### src/rtl/event_any_waiter_pkg.sv
// Shared definitions for event_any_waiter: parameter defaults and FSM state codes.
package event_any_waiter_pkg;

  localparam int NUM_EVENTS_DEF = 3;
  localparam int DELAY_W_DEF    = 8;
  localparam int TIMEOUT_W_DEF  = 16;
  localparam int ROUND_W_DEF    = 8;

  // FSM state encoding
  localparam logic [1:0] ST_IDLE  = 2'd0;
  localparam logic [1:0] ST_DELAY = 2'd1;
  localparam logic [1:0] ST_WAIT  = 2'd2;
  localparam logic [1:0] ST_DONE  = 2'd3;

endpackage

### src/rtl/event_down_counter.sv
// Loadable down counter that saturates at zero and flags when it is there.
module event_down_counter #(
  parameter int W = 8
) (
  input  logic         clk,
  input  logic         rst,
  input  logic         load,
  input  logic [W-1:0] load_val,
  input  logic         en,
  output logic         zero
);

  logic [W-1:0] count;

  // Load takes priority; otherwise count down while enabled, stopping at zero
  always_ff @(posedge clk or posedge rst) begin
    if (rst) begin
      count <= '0;
    end else if (load) begin
      count <= load_val;
    end else if (en && count != '0) begin
      count <= count - W'(1);
    end
  end

  assign zero = (count == '0);

endmodule

### src/rtl/event_any_waiter.sv
// event_any_waiter: arm a wait on a set of event channels, optionally after a
// pre-wait delay and bounded by a timeout; report which masked channels fired
// first (multi-hot) or that the timeout expired.
// Optional build macro EVENT_ANY_WAITER_LATCH_EN: masked events seen during the
// delay phase are remembered and complete the wait on its first cycle.
module event_any_waiter
  import event_any_waiter_pkg::*;
#(
  parameter int NUM_EVENTS = NUM_EVENTS_DEF,
  parameter int DELAY_W    = DELAY_W_DEF,
  parameter int TIMEOUT_W  = TIMEOUT_W_DEF,
  parameter int ROUND_W    = ROUND_W_DEF
) (
  input  logic                  clk,
  input  logic                  rst,
  input  logic [NUM_EVENTS-1:0] ev_i,
  input  logic                  arm_valid,
  output logic                  arm_ready,
  input  logic [NUM_EVENTS-1:0] arm_mask,
  input  logic [DELAY_W-1:0]    arm_delay,
  input  logic [TIMEOUT_W-1:0]  arm_timeout,
  output logic                  done_valid,
  input  logic                  done_ready,
  output logic [NUM_EVENTS-1:0] done_hit,
  output logic                  done_timeout,
  output logic                  busy,
  output logic [ROUND_W-1:0]    rounds
);

  logic [1:0]            state;
  logic [NUM_EVENTS-1:0] mask_q;
  logic                  tmo_en;
  logic                  arm_fire;
  logic                  dly_zero;
  logic                  tmo_zero;
  logic [NUM_EVENTS-1:0] hit;

  assign arm_fire = (state == ST_IDLE) && arm_valid;

  // Both counters are loaded with (value - 1) so that reaching zero marks the
  // last cycle of the phase: delay d spends d cycles in DELAY, timeout t spends
  // t cycles in WAIT. A zero delay never enters DELAY, so its wrapped load is unused.
  event_down_counter #(.W(DELAY_W)) u_delay_cnt (
    .clk      (clk),
    .rst      (rst),
    .load     (arm_fire),
    .load_val (arm_delay - DELAY_W'(1)),
    .en       (state == ST_DELAY),
    .zero     (dly_zero)
  );

  event_down_counter #(.W(TIMEOUT_W)) u_timeout_cnt (
    .clk      (clk),
    .rst      (rst),
    .load     (arm_fire),
    .load_val (arm_timeout - TIMEOUT_W'(1)),
    .en       ((state == ST_WAIT) && tmo_en),
    .zero     (tmo_zero)
  );

`ifdef EVENT_ANY_WAITER_LATCH_EN
  logic [NUM_EVENTS-1:0] pending;

  // Sticky record of masked events seen while still in DELAY; cleared on arm
  always_ff @(posedge clk or posedge rst) begin
    if (rst) begin
      pending <= '0;
    end else if (arm_fire) begin
      pending <= '0;
    end else if (state == ST_DELAY) begin
      pending <= pending | (ev_i & mask_q);
    end
  end

  assign hit = (ev_i & mask_q) | pending;
`else
  assign hit = ev_i & mask_q;
`endif

  // Main sequencer: arm, delay, wait for hit or timeout, hold result until taken
  always_ff @(posedge clk or posedge rst) begin
    if (rst) begin
      state        <= ST_IDLE;
      mask_q       <= '0;
      tmo_en       <= 1'b0;
      done_hit     <= '0;
      done_timeout <= 1'b0;
      rounds       <= '0;
    end else begin
      // NOTE: state registers use non-blocking assignments so every register
      // here samples the pre-edge values, independent of statement order.
      case (state)
        ST_IDLE: begin
          if (arm_valid) begin
            mask_q <= arm_mask;
            tmo_en <= (arm_timeout != '0);
            state  <= (arm_delay == '0) ? ST_WAIT : ST_DELAY;
          end
        end
        ST_DELAY: begin
          if (dly_zero) state <= ST_WAIT;
        end
        ST_WAIT: begin
          // A hit in the expiry cycle is reported as a hit, not a timeout
          if (hit != '0) begin
            done_hit     <= hit;
            done_timeout <= 1'b0;
            state        <= ST_DONE;
          end else if (tmo_en && tmo_zero) begin
            done_hit     <= '0;
            done_timeout <= 1'b1;
            state        <= ST_DONE;
          end
        end
        ST_DONE: begin
          if (done_ready) begin
            rounds <= rounds + ROUND_W'(1);
            state  <= ST_IDLE;
          end
        end
        default: state <= ST_IDLE;
      endcase
    end
  end

  assign arm_ready  = (state == ST_IDLE);
  assign done_valid = (state == ST_DONE);
  assign busy       = (state != ST_IDLE);

endmodule

### config.mk
export PLATFORM = sky130hd
export DESIGN_NAME = event_any_waiter
export DESIGN_NICKNAME = d
export VERILOG_FILES = /design/src/rtl/event_any_waiter_pkg.sv /design/src/rtl/event_down_counter.sv /design/src/rtl/event_any_waiter.sv
export SDC_FILE = /design/constraint.sdc
export NUM_CORES = 1
export LEC_CHECK = 0
export CAP_MARGIN = 10
export CORE_MARGIN = 1.5
export CORE_UTILIZATION = 50
export CTS_BUF_LIST = sky130_fd_sc_hd__clkbuf_4 sky130_fd_sc_hd__clkbuf_8
export DETAILED_ROUTE_END_ITERATION = 6
export PLACE_DENSITY = 0.79
export SYNTH_ARGS = -nofsm -noshare
export SYNTH_HDL_FRONTEND = slang
export SYNTH_HIERARCHICAL = 1
export SYNTH_SLANG_ARGS = --single-unit
### constraint.sdc
create_clock -name clk -period 2.4 [get_ports clk]
set_input_delay 0.24 -clock clk [delete_from_list [all_inputs] [get_ports clk]]
set_output_delay 0.24 -clock clk [all_outputs]
set_load 0.1 [all_outputs]
==> qor.yml, run 1 <==
max-cap-violations: 0
vias: 2662
syn_inst: 319
p_leak_nw: 1.58
yosysWarnings: 6
cp_data_arrival_time_ns: 2.54
fin_nets: 440
clk_path_buf_depth: 2
switching_share: 0.489
synth-xor-area-share: 0.102
cp_cell_sequence: "inv_2 > ha_4 > or4b_4 > or4_4 > inv_4 > nand2_1 > nand3_2 > o211ai_2 > mux2_4"
cts_num_sinks: 42
vias_per_cell: 5.70
crit_fanout: 3
synthSimpleGateAreaFrac: 0.273
hpwl_um: 5350
wire_per_inst_um: 14.7
p_int_mw: 2.18
grt_start_max_net_pins: 20
drt_first_pass_iters: 5
synth_top_family_by_area: "simple AND/OR/NAND/NOR gates"
tritoncts: "done"
avgSynthCellArea_um2: 8.92
cts-buffers-inserted: 5
fillers: 448
synth_area_um2: 2850
drcViolationCount: 0
die-area_um2: 6150
p_sw_mw: 2.09
async_flop_share: 1.00
muxShareOfSynthArea: 0.0308
worst_clock_skew_ns: 0.00558
drv_slew: 0
mostFrequentLayoutCells: "dfrtp_1 (42), buf_4 (41), nand2_1 (38)"
hold_viol: 0
pwr-share-seq: 0.305
power_density_nw_per_um2: 1160
fin_crit_ns: 2.35
max_slew_margin: 0.534
period_share: 0.977
synth_nets: 365
finalWirelength_um: 6880
path_class: "reg2reg"
start_kind: "flop"
crit_path_end_kind: "flop"
die_y_um: 78.4
path_clk_slew_ns: 0.08
setup_viol_count_final: 0
ys_seq_area_frac: 0.369
synth_top_area_frac: 0.369
rows: 27
yosysUniqueCellTypes: 63
overflow: 0
total_power_mw: 4.27
critPathTopFamily: "simple AND/OR/NAND/NOR gates"
comb_power_share: 0.581
synthAdderAreaFrac: 0.0528
synth_edf_count: 0
grt_pass1_wl_um: 11600
final_common_cell: "dfrtp_1"
synth_compound_area_frac: 0.132
synthFlopType: "dfrtp_1"
slowest_delay_ns: 0.52
yosys_register_bits: 42
worstSkewPairLatency_ns: 0.30
drtAntennaViolNets: 0
hold_path.class: "in2async"
grt_pass1_vias: 2551
max_freq_mhz: 426
initial_core_util: 0.517
design.core.area_um2: 5510
layout-drive-gt1-share: 0.200
area_growth_pct: 30.0
grt_usage: 0.241
status: "finished clean"
required_ns: 2.59
holdBufCountCts: 0
drt_iter0_markers: 152
crit_slowest_cell: "or4_4"
fin_util: 0.672
tightest_slew_ns: 0.698
pin_count: 49
die_x_um: 78.4
path_buf_inv: 2
cts-htree-levels: 2
peakVddDrop_mv: 0.922
gp_congestion: 0.940
p_clk_frac: 0.114
antenna_found_initial: 0
port_buffers: 48
antenna_cells: 0
yosysTopAreaCell: "dfrtp_1"
synth_area_leaders: "dfrtp_1 (37%), ha_1 (5.3%), xor2_1 (5.2%)"
clockRootBuffer: "clkbuf_8"
## flip-flops by register name, summed over array words and instances, names as in the netlist
register             flops
done_hit                 3
rounds                   8
tmo_en                   1
u_delay_cnt/count        8
done_timeout             1
state                    2
u_timeout_cnt/count     16
mask_q                   3
## cell type report
type / count / area (µm²) / share of cell area
Multi-Input combinational cell: 247 / 1730 / 0.468
Sequential cell: 42 / 1050 / 0.284
Timing Repair Buffer: 74 / 638 / 0.172
Inverter: 24 / 92.6 / 0.0250
Tap cell: 72 / 90.1 / 0.0243
Clock buffer: 6 / 82.6 / 0.0223
Clock inverter: 2 / 12.5 / 0.00338
## power groups by stage
stage | logic (mW) | registers [mW] | clock network [mW]
after floorplan | 1.26 | 1.73 | 0
after global placement | 2.31 | 1.29 | 0
after detailed placement | 2.35 | 1.31 | 0
after CTS | 2.36 | 1.30 | 0.497
after global routing | 2.68 | 1.34 | 0.523
final | 2.48 | 1.30 | 0.487
## what timing repair did
action	CTS	global route
setup endpoints to repair	0	6
gates resized for setup	0	7
buffers inserted	0	6
## metrics by stage
step / TNS [ns] / hold WS [ns] / cells / instance area, µm² / setup WS, ns
2_1_floorplan: 0 / 0.0557 / 319 / 2860 / 0.000201
3_3_place_gp: 0 / 0.463 / 453 / 3520 / 0.0944
3_5_place_dp: 0 / 0.481 / 453 / 3520 / 0.0184
4_1_cts: 0 / 0.271 / 461 / 3620 / 0.0130
5_1_grt: -0.0102 / 0.284 / 467 / 3700 / -0.00705
6_report: 0 / 0.263 / 467 / 3700 / 0.0548
## routing by layer
metal  routed length (µm)  GRT usage  vias up
li1                     -          -     1287
met1                 2800      0.291     1258
met2                 3510      0.428      101
met3                  396     0.0407       16
met4                  179     0.0911        0
met5                    0          0        -
## synth_stat cells, drive strengths merged, types with 2 or more instances
cell type	n
or4	7
nor3	13
o41ai	3
or4b	3
a31oi	6
o21ai	16
a311o	2
nor3b	4
ha	12
xor2	17
dfrtp	42
nand4	9
nand3	10
nor4	8
mux2i	2
xnor2	16
nand2	39
clkbuf	4
mux2	6
inv	24
o211ai	2
and3	3
and2	4
nor2	29
o31ai	3
nor2b	2
or3	3
a21oi	8
buf	2
a21o	2
a2bb2oi	2
## path summary, 6_finish.rpt
check / start / endpoint / slack (ns) / cells past startpoint
min: rst / u_delay_cnt/count[0]$_DFFE_PP0P_ / 0.26 / 2
max in group asynchronous: rst / done_timeout$_DFFE_PP0P_ / 1.53 / 2
min reg2reg: rounds[7]$_DFFE_PP0P_ / rounds[7]$_DFFE_PP0P_ / 0.49 / 1
min in group clk: rounds[7]$_DFFE_PP0P_ / rounds[7]$_DFFE_PP0P_ / 0.49 / 1
max reg2reg: u_timeout_cnt/count[0]$_DFFE_PP0P_ / state[1]$_DFFE_PP0P_ / 0.05 / 9
max: u_timeout_cnt/count[0]$_DFFE_PP0P_ / state[1]$_DFFE_PP0P_ / 0.05 / 9
## logic make-up (layout without fill, tap and decap cells)
group           count (synthesis)  count (layout)
compound gates                 54              54
buf+inv                        30             106
fa+ha+maj                      12              12
mux                             8               8
flops                          42              42
xor+xnor                       33              33
simple gates                  140             140
Power figures use the tool's default switching activity.
==> run 2: changes to the inputs <==
--- a/config.mk
+++ b/config.mk
@@ -5,13 +5,13 @@
 export SDC_FILE = /design/constraint.sdc
 export NUM_CORES = 1
 export LEC_CHECK = 0
+export ABC_CLOCK_PERIOD_IN_PS = 2400
 export CAP_MARGIN = 10
 export CORE_MARGIN = 1.5
 export CORE_UTILIZATION = 50
 export CTS_BUF_LIST = sky130_fd_sc_hd__clkbuf_4 sky130_fd_sc_hd__clkbuf_8
 export DETAILED_ROUTE_END_ITERATION = 6
-export PLACE_DENSITY = 0.79
+export PLACE_DENSITY = 0.78
 export SYNTH_ARGS = -nofsm -noshare
 export SYNTH_HDL_FRONTEND = slang
-export SYNTH_HIERARCHICAL = 1
 export SYNTH_SLANG_ARGS = --single-unit
==> run 2 against run 1 <==
Compared with the run above:
- the flow now finishes with violations (negative setup slack)
- wire length increased by 31%
- final cell count increased by 12%
- first-iteration DRC count increased by 14%
==> qor.yml, run 2 <==
status: "complete, but fails checks"
violations: "negative setup slack"
layout-drive-gt1-share: 0.313
ys_seq_area_frac: 0.351
period_share: 1.01
fin_nets: 489
yosysUniqueCellTypes: 64
finalWirelength_um: 9020
clockRootBuffer: "clkbuf_8"
area_growth_pct: 44.0
cts-buffers-inserted: 5
port_buffers: 48
worst_clock_skew_ns: 0.00830
overflow: 0
synth_top_area_frac: 0.351
path_buf_inv: 3
synth_edf_count: 0
p_clk_frac: 0.113
grt_usage: 0.289
drcViolationCount: 0
fin_ws_ns: -0.0343
design.core.area_um2: 5850
setup_viol_count_final: 2
power_density_nw_per_um2: 1210
p_int_mw: 2.68
cts_num_sinks: 42
antenna_found_initial: 0
synthFlopType: "dfrtp_1"
crit_slowest_cell: "dfrtp_1"
required_ns: 2.58
initial_core_util: 0.512
avgSynthCellArea_um2: 8.75
synth_nets: 384
path_class: "reg2reg"
drtAntennaViolNets: 0
drt_iter0_markers: 173
pwr-share-seq: 0.252
clk_path_buf_depth: 2
grt_pass1_wl_um: 14600
cp_data_arrival_time_ns: 2.62
cp_num_cells: 12
rsz0062_at_grt: "yes"
yosysWarnings: 0
pin_count: 49
setup-tns-final_ns: -0.0354
max-cap-violations: 0
place_inst: 508
path_clk_slew_ns: 0.09
wire_per_inst_um: 17.2
critPathTopFamily: "simple AND/OR/NAND/NOR gates"
hpwl_um: 6360
die_x_um: 80.4
crit_path_end_kind: "flop"
switching_share: 0.487
synth_area_um2: 2990
max_slew_margin: 0.634
reg2reg_depth: 12
tritoncts: "done"
async_flop_share: 1.00
largest_reg_flops: 16
peakVddDrop_mv: 0.991
vias: 3118
comb_power_share: 0.636
grt_start_max_net_pins: 43
tightest_slew_ns: 0.548
grt_pass1_vias: 3149
synth_area_leaders: "dfrtp_1 (35%), xnor2_1 (7.0%), nor2_1 (3.4%)"
ys_top_cells_by_count: "dfrtp_1 (42), nor2_1 (27), nand2_1 (26), xnor2_1 (24), a21oi_1 (18)"
top_regs: "u_timeout_cnt.count x16, rounds x8, u_delay_cnt.count x8"
drt_first_pass_iters: 4
max_freq_mhz: 411
syn_inst: 342
start_kind: "flop"
hold_viol: 0
p_leak_nw: 1.83
crit_fanout: 7
die-area_um2: 6460
cts-htree-levels: 2
p_sw_mw: 2.55
cp_cell_sequence: "inv_2 > ha_4 > nand2_4 > mux2i_2 > ha_2 > nor2b_4 > mux2i_1 > buf_4 > buf_6 > o31a_1 > nor3_2 > o31ai_1"
top_register: "u_timeout_cnt.count"
die_y_um: 80.4
yosys_register_bits: 42
slowest_delay_ns: 0.41
fin_crit_ns: 2.43
antenna_cells: 0
drv_slew: 0
worstSkewPairLatency_ns: 0.30
final_common_cell: "buf_4"
mostFrequentLayoutCells: "buf_4 (78), dfrtp_1 (41), clkdlybuf4s50_1 (33)"
yosysMostFrequentCell: "dfrtp_1"
rows: 28
hold_path.class: "in2async"
gp_congestion: 1.02
yosysTopAreaCell: "dfrtp_1"
holdBufCountCts: 0
fin_cells: 523
vias_per_cell: 5.96
[run 2: cell types whose count changed after synthesis, moves of 5 or more]
| cell | change |
|---|---|
| nor3_1 | +6 |
| a21oi_1 | +10 |
| nand4_1 | -7 |
| nand2_1 | -12 |
| inv_1 | -6 |
| a211oi_1 | +11 |
| clkbuf_1 | +6 |
| mux2i_1 | +5 |
| xnor2_1 | +8 |
| nor4bb_1 | +5 |
| xor2_1 | -13 |
[run 2: area by class of cell]
class / instances / area [µm²]
Clock buffer: 6 / 76.3
Clock inverter: 2 / 37.5
Fill cell: 407 / 1540
Inverter: 17 / 63.8
Multi-Input combinational cell: 267 / 2030
Sequential cell: 42 / 1050
Tap cell: 75 / 93.8
Timing Repair Buffer: 114 / 953
[run 2: worst min-delay path, stage by stage]
cell and delay [ns]:
clkdlybuf4s50_1 0.40, inv_1 0.05, buf_4 0.45
[run 2: timing repair]
item | CTS | global route
resized for setup | 5 | 30
setup buffers | 5 | 2
pin swaps | 3 | 8
setup endpoints to repair | 7 | 16
gates cloned | 0 | 0
[run 2: path summary, 6_finish.rpt]
path / startpoint / endpoint / slack (ns)
max: state[1]$_DFFE_PP0P_ / u_timeout_cnt.count[6]$_DFFE_PP0P_ / -0.03
min: rst / u_timeout_cnt.count[10]$_DFFE_PP0P_ / 0.37
max reg2reg: state[1]$_DFFE_PP0P_ / u_timeout_cnt.count[6]$_DFFE_PP0P_ / -0.03
min reg2reg: rounds[7]$_DFFE_PP0P_ / rounds[7]$_DFFE_PP0P_ / 0.47
max in group asynchronous: rst / u_timeout_cnt.count[5]$_DFFE_PP0P_ / 1.63
min in group clk: arm_mask[0] / mask_q[0]$_DFFE_PP0N_ / 0.47
[run 2: power groups by stage]
stage               clock (mW)  sequential (mW)  combinational (mW)
global route             0.631             1.34                3.58
finish                   0.588             1.32                3.32
global placement             0             1.27                2.94
floorplan                    0             1.70                1.69
CTS                      0.593             1.28                3.10
detailed placement           0             1.29                3.02
[run 2: stage by stage]
step	utilization	total power [mW]	setup WS [ns]	hold slack, ns	instance area [µm²]
after CTS	0.709	4.98	-0.00148	0.403	4150
after global routing	0.737	5.56	-0.117	0.441	4310
after detailed placement	0.678	4.31	-0.201	0.464	3970
after floorplan	-	3.39	-0.486	0.345	3100
final	0.737	5.23	-0.0343	0.372	4310
after global placement	0.678	4.21	-0.122	0.463	3970
[run 2: logic make-up (layout without fill, tap and decap cells)]
| logic type | after synthesis | count (layout) | share of synthesized area |
|---|---|---|---|
| AND/OR/NAND/NOR | 133 | 133 | 0.247 |
| AO/OA/AOI/OAI | 87 | 87 | 0.204 |
| flip-flops | 42 | 42 | 0.351 |
| buffers and inverters | 33 | 139 | 0.0435 |
| XOR/XNOR | 28 | 28 | 0.0819 |
| multiplexers | 11 | 11 | 0.0397 |
| adder cells (fa/ha/maj) | 8 | 8 | 0.0334 |
[run 2: routing by layer]
| metal | vias up | routed length [µm] | GRT usage |
|---|---|---|---|
| met5 | - | 0 | 0 |
| met4 | 0 | 252 | 0.114 |
| met3 | 26 | 486 | 0.0500 |
| met2 | 122 | 4570 | 0.508 |
| met1 | 1491 | 3700 | 0.347 |
| li1 | 1479 | - | - |
==> run 3: changes to the inputs <==
--- a/config.mk
+++ b/config.mk
@@ -5,7 +5,7 @@
 export SDC_FILE = /design/constraint.sdc
 export NUM_CORES = 1
 export LEC_CHECK = 0
-export ABC_CLOCK_PERIOD_IN_PS = 2400
+export ABC_AREA = 1
 export CAP_MARGIN = 10
 export CORE_MARGIN = 1.5
 export CORE_UTILIZATION = 50
==> run 3 against run 2 <==
Compared with the run above:
- the run now ends clean
- total power down 7.1%
- die area hardly changed
- synthesized area hardly changed
- highest routed layer unchanged
- sequential power down 9.8%
- global-route usage down 4.5 points
- sequential share of layout area increased by 4.9 points
- synthesized cell count grew 24%
- cell area down 17%
==> qor.yml, run 3 <==
status: "finished clean"
cp_cell_sequence: "inv_1 > ha_4 > nand2_8 > o21ai_2 > ha_1 > nand3_1 > nor2_4 > nor2_1 > o21ai_0 > o21ai_1"
synth_edf_count: 0
tightest_slew_ns: 0.555
layout-drive-gt1-share: 0.147
max-cap-violations: 0
timing.critical_path.to: "u_timeout_cnt.count[6]$_DFFE_PP0P_"
place_inst: 542
max_slew_margin: 0.630
yosysTopAreaCell: "dfrtp_1"
fin_cells: 551
yosysMostFrequentCell: "nand2_1"
r2r-start: "state[1]$_DFFE_PP0P_"
drcViolationCount: 0
crit_path_end_kind: "flop"
path_class: "reg2reg"
port_buffers: 48
overflow: 0
synth_area_um2: 3000
grt_usage: 0.244
synth_nets: 466
startpoint: "state[1]$_DFFE_PP0P_"
tritoncts: "done"
top_regs: "u_timeout_cnt.count x16, rounds x8, u_delay_cnt.count x8"
setup-tns-final_ns: 0
cts.repair.resized: 0
die-area_um2: 6470
worst_clock_skew_ns: 0.0108
path_buf_inv: 1
setup_viol_count_final: 0
grt_start_max_net_pins: 43
wire_per_inst_um: 12.7
clk_path_buf_depth: 2
place_area_um2: 3490
rsz0062_at_grt: "no"
avgSynthCellArea_um2: 7.07
vias_per_cell: 5.12
die_x_um: 80.4
drv_slew: 0
reg2reg_slack_ns: 0.26
async_flop_share: 1.00
fin_ws_ns: 0.261
cts-htree-levels: 2
drt_iter0_markers: 200
pwr-share-seq: 0.246
grt_pass1_wl_um: 12300
antenna_cells: 0
fin_util: 0.613
slowest_delay_ns: 0.42
crit_fanout: 11
synth_top_area_frac: 0.351
fin_crit_ns: 2.14
p_leak_nw: 1.84
switching_share: 0.552
antenna_found_initial: 0
ys_seq_area_frac: 0.351
worstSkewPairLatency_ns: 0.30
path_clk_slew_ns: 0.09
hold_viol: 0
reg2reg_depth: 10
hpwl_um: 5300
hold_path.class: "in2async"
total_power_mw: 4.86
area_growth_pct: 19.7
vias: 2821
die_y_um: 80.4
start_kind: "flop"
largest_reg_flops: 16
clockRootBuffer: "clkbuf_8"
ys_top_cells_by_count: "nand2_1 (122), inv_1 (60), nand3_1 (44), dfrtp_1 (42), nor2_1 (31)"
design.core.area_um2: 5850
cp_data_arrival_time_ns: 2.32
p_sw_mw: 2.68
rows: 28
cts_num_sinks: 42
max_freq_mhz: 468
p_clk_frac: 0.099
r2r_end: "u_timeout_cnt.count[6]$_DFFE_PP0P_"
initial_core_util: 0.512
finalWirelength_um: 7020
final_common_cell: "nand2_1"
fin_nets: 517
synthFlopType: "dfrtp_1"
p_int_mw: 2.18
synth_area_leaders: "dfrtp_1 (35%), nand2_1 (15%), inv_1 (7.5%)"
required_ns: 2.58
drt_first_pass_iters: 4
gp_congestion: 0.885
cts-buffers-inserted: 5
yosys_register_bits: 42
crit_slowest_cell: "dfrtp_1"
worst_hold_slack_ns: 0.381
yosysWarnings: 0
critPathTopFamily: "simple AND/OR/NAND/NOR gates"
period_share: 0.891
power_density_nw_per_um2: 1350
top_register: "u_timeout_cnt.count"
grt_pass1_vias: 2738
drtAntennaViolNets: 0
peakVddDrop_mv: 0.915
comb_power_share: 0.656
pin_count: 49
syn_inst: 424
cp_num_cells: 10
yosysUniqueCellTypes: 33
dpl_worst_slack_ns: 0.164
mostFrequentLayoutCells: "nand2_1 (122), inv_1 (60), nand3_1 (44)"
fin_area_um2: 3590
==> run 3: cell types whose count changed after synthesis, moves of 14 or more <==
cell     change
nor3_1      -15
xnor2_1     -20
nand2_1     +96
nand2_2     +14
nand3_1     +34
a21oi_1     -15
inv_1       +43
==> run 3: logic make-up after synthesis <==
group                    count (synthesis)  synth area share
buffers and inverters                   73             0.113
AO/OA/AOI/OAI                           46            0.0877
flip-flops                              42             0.351
adder cells (fa/ha/maj)                  8            0.0334
AND/OR/NAND/NOR                        245             0.386
XOR/XNOR                                10            0.0292
==> run 3: worst min-delay path, delay by kind of cell <==
kind,cells,cell delay [ns]
buf+inv,3,0.91
==> run 3: power by group through the flow <==
stage	clock, mW	combinational, mW	sequential [mW]
after global routing	0.526	3.55	1.23
after CTS	0.495	3.18	1.19
final	0.480	3.18	1.19
after detailed placement	0	3.15	1.21
after floorplan	0	2.17	1.59
after global placement	0	3.10	1.19
==> run 3: layout make-up <==
type | instances | area, µm²
inverters | 61 | 229
repair buffers | 56 | 503
clock buffers | 6 | 76.3
multi-input cells | 309 | 1620
fillers | 553 | 2260
flip-flops and latches | 42 | 1050
clock inverters | 2 | 13.8
well taps | 75 | 93.8
==> run 3: how the worst min path moves through the flow <==
stage,from,end,slack [ns],depth (start not counted)
CTS,rst,rounds[6]$_DFFE_PP0P_,0.40,3
global placement,mask_q[2]$_DFFE_PP0N_,mask_q[2]$_DFFE_PP0N_,0.46,2
finish,rst,rounds[7]$_DFFE_PP0P_,0.38,3
global route,rst,rounds[6]$_DFFE_PP0P_,0.44,3
floorplan,arm_mask[0],mask_q[0]$_DFFE_PP0N_,0.35,2
detailed placement,mask_q[2]$_DFFE_PP0N_,mask_q[2]$_DFFE_PP0N_,0.47,2
==> run 3: per-layer routing <==
metal	track usage	vias to the layer above	share of wire
li1	-	1444	-
met1	0.329	1279	0.45
met2	0.401	88	0.48
met3	0.0398	10	0.053
met4	0.0672	0	0.015
met5	0	-	0
==> run 3: what timing repair did <==
action,CTS,global route
hold endpoints to repair,0,0
endpoints found under the setup margin,0,2
hold buffers,0,0
setup buffers,0,1
==> edit (settings of run 3) <==
The option `EVENT_ANY_WAITER_LATCH_EN` is turned on by a define.
--- a/src/rtl/event_any_waiter.sv
+++ b/src/rtl/event_any_waiter.sv
@@ -3,6 +3,8 @@
 // first (multi-hot) or that the timeout expired.
 // Optional build macro EVENT_ANY_WAITER_LATCH_EN: masked events seen during the
 // delay phase are remembered and complete the wait on its first cycle.
+`define EVENT_ANY_WAITER_LATCH_EN
+
 module event_any_waiter
   import event_any_waiter_pkg::*;
 #(
Function: changed (Yosys sat finds a counterexample within 4 cycles, from zero or initial values and one cycle with rst high).
==> edit against run 3 <==
  * Synthesized area is 7.9% higher
  * Cell count up 7.8%
  * Highest routed layer unchanged
  * Sequential cell count rose by 3
  * Clock skew down 0.0059 ns
  * Power up 7.1%
  * Setup slack improved by 0.018 ns
  * Cell area is 7.3% higher
  * Sequential power is 5% higher
  * Wire length is 6.0% higher
==> edit: results (changes against run 3) <==
<table>
<tr><th>Metric</th><th>Value</th></tr>
<tr><th colspan="2">Status</th></tr>
<tr><td>Run status</td><td>complete, no violations</td></tr>
<tr><th colspan="2">Finish</th></tr>
<tr><td>Number of inserted filler cells in the final layout</td><td>607 (+9.8%)</td></tr>
<tr><td>Fraction of final layout cells with drive strength greater than 1</td><td>13.5% (-1.2 points)</td></tr>
<tr><th colspan="2">Routing</th></tr>
<tr><td>Drt via density</td><td>5.21 (+1.8%)</td></tr>
<tr><td>Mean routed wirelength per cell</td><td>12.5 µm (-1.7%)</td></tr>
<tr><td>Drt first pass iters</td><td>5 (+1)</td></tr>
<tr><th colspan="2">Power and ir drop</th></tr>
<tr><td>Worst-case vdd ir drop</td><td>669 µV (-27%)</td></tr>
<tr><th colspan="2">GRT</th></tr>
<tr><td>First-pass GRT wire length</td><td>12700 µm (+2.8%)</td></tr>
<tr><td>Global router's overall resource usage</td><td>22.1% (-2.2 points)</td></tr>
<tr><td>Maximum number of pins on one net before global-route repair</td><td>46 (+7.0%)</td></tr>
<tr><th colspan="2">Placed design</th></tr>
<tr><td>Post-Place Worst Slack</td><td>0.0855 ns (-0.0782 ns)</td></tr>
<tr><td>HPWL reported at the end of detailed placement</td><td>5510 µm (+4.0%)</td></tr>
<tr><td>Last weighted congestion value of the routability-driven placer</td><td>0.886 (+0.10%)</td></tr>
<tr><th colspan="2">Worst setup path</th></tr>
<tr><td>Largest fanout of any net on the critical path</td><td>23 (+12)</td></tr>
<tr><td>Critical path endpoint</td><td>u_timeout_cnt.count[15]$_DFFE_PP0P_</td></tr>
<tr><td>Reg-to-reg setup timing slack</td><td>0.28 ns (+0.02 ns)</td></tr>
<tr><td>Worst Reg-to-Reg Cells</td><td>14 (+4)</td></tr>
<tr><th colspan="2">Yosys</th></tr>
<tr><td>Most area-consuming cells after synthesis</td><td>dfrtp_1 35%, nand2_1 18%, nand3_1 7.9%</td></tr>
<tr><td>Yosys cell types</td><td>30 (-9.1%)</td></tr>
<tr><td>Post-Syn Instances</td><td>465 (+9.7%)</td></tr>
<tr><td>Post-Syn Nets</td><td>507 (+8.8%)</td></tr>
<tr><td>Sequential cell area fraction in the yosys report</td><td>34.8% (-0.26 points)</td></tr>
<tr><td>Most numerous cell types in the synthesized netlist</td><td>156 x nand2_1, 64 x inv_1, 51 x nand3_1</td></tr>
<tr><th colspan="2">STA</th></tr>
<tr><td>Worst relative slew slack</td><td>61.2% (-1.8 points)</td></tr>
<tr><td>Worst Hold Margin</td><td>0.394 ns (+0.0126 ns)</td></tr>
<tr><td>Upper clock frequency limit</td><td>472 MHz (+0.84%)</td></tr>
<tr><td>Skew final</td><td>0.00482 ns (-0.00594 ns)</td></tr>
</table>
## edit: cell type report
cell class                      instances  area, µm²  share of cell area (%)
Clock buffer                            5       68.8                    1.79
Clock inverter                          2       35.0                   0.911
Inverter                               66        248                    6.44
Multi-Input combinational cell        339       1740                    45.2
Sequential cell                        45       1130                    29.3
Tap cell                               77       96.3                    2.50
Timing Repair Buffer                   60        533                    13.9
## edit: kinds of logic (layout without fill, tap and decap cells)
group / after synthesis / in the layout / synth area share (%)
flip-flops: 45 / 45 / 34.8
XOR/XNOR: 12 / 12 / 3.25
buffers and inverters: 81 / 133 / 11.8
adder cells (fa/ha/maj): 8 / 8 / 3.09
AO/OA/AOI/OAI: 41 / 41 / 7.08
AND/OR/NAND/NOR: 278 / 278 / 40.0
## edit: where the power goes
part           switching [W]  internal [W]
clock network       0.000259      0.000303
logic                0.00235       0.00105
registers           0.000185       0.00106
## edit: worst register-to-register path, cell delays in order, from the launching register on
cell     delay, ns
dfrtp_1       0.43
inv_1         0.16
ha_4          0.25
nand2_8       0.14
buf_4         0.24
nand2_2       0.08
nand2_2       0.06
nor2_1        0.16
nand2_1       0.11
nor2_2        0.13
nand2_1       0.06
nand2_1       0.05
nand2_1       0.05
nand2_1       0.05
nand2_1       0.06
## edit: what timing repair did
item,in CTS,in global routing
setup buffers,0,4
hold buffers,0,0
endpoints found under the setup margin,0,13
## edit: routing by layer
layer  vias up  GRT usage (%)  wire (µm)
met3        14           3.88        415
met1      1432           29.4       3370
li1       1567              -          -
met4         0           7.30        133
met5         -              0          0
met2        82           36.8       3530
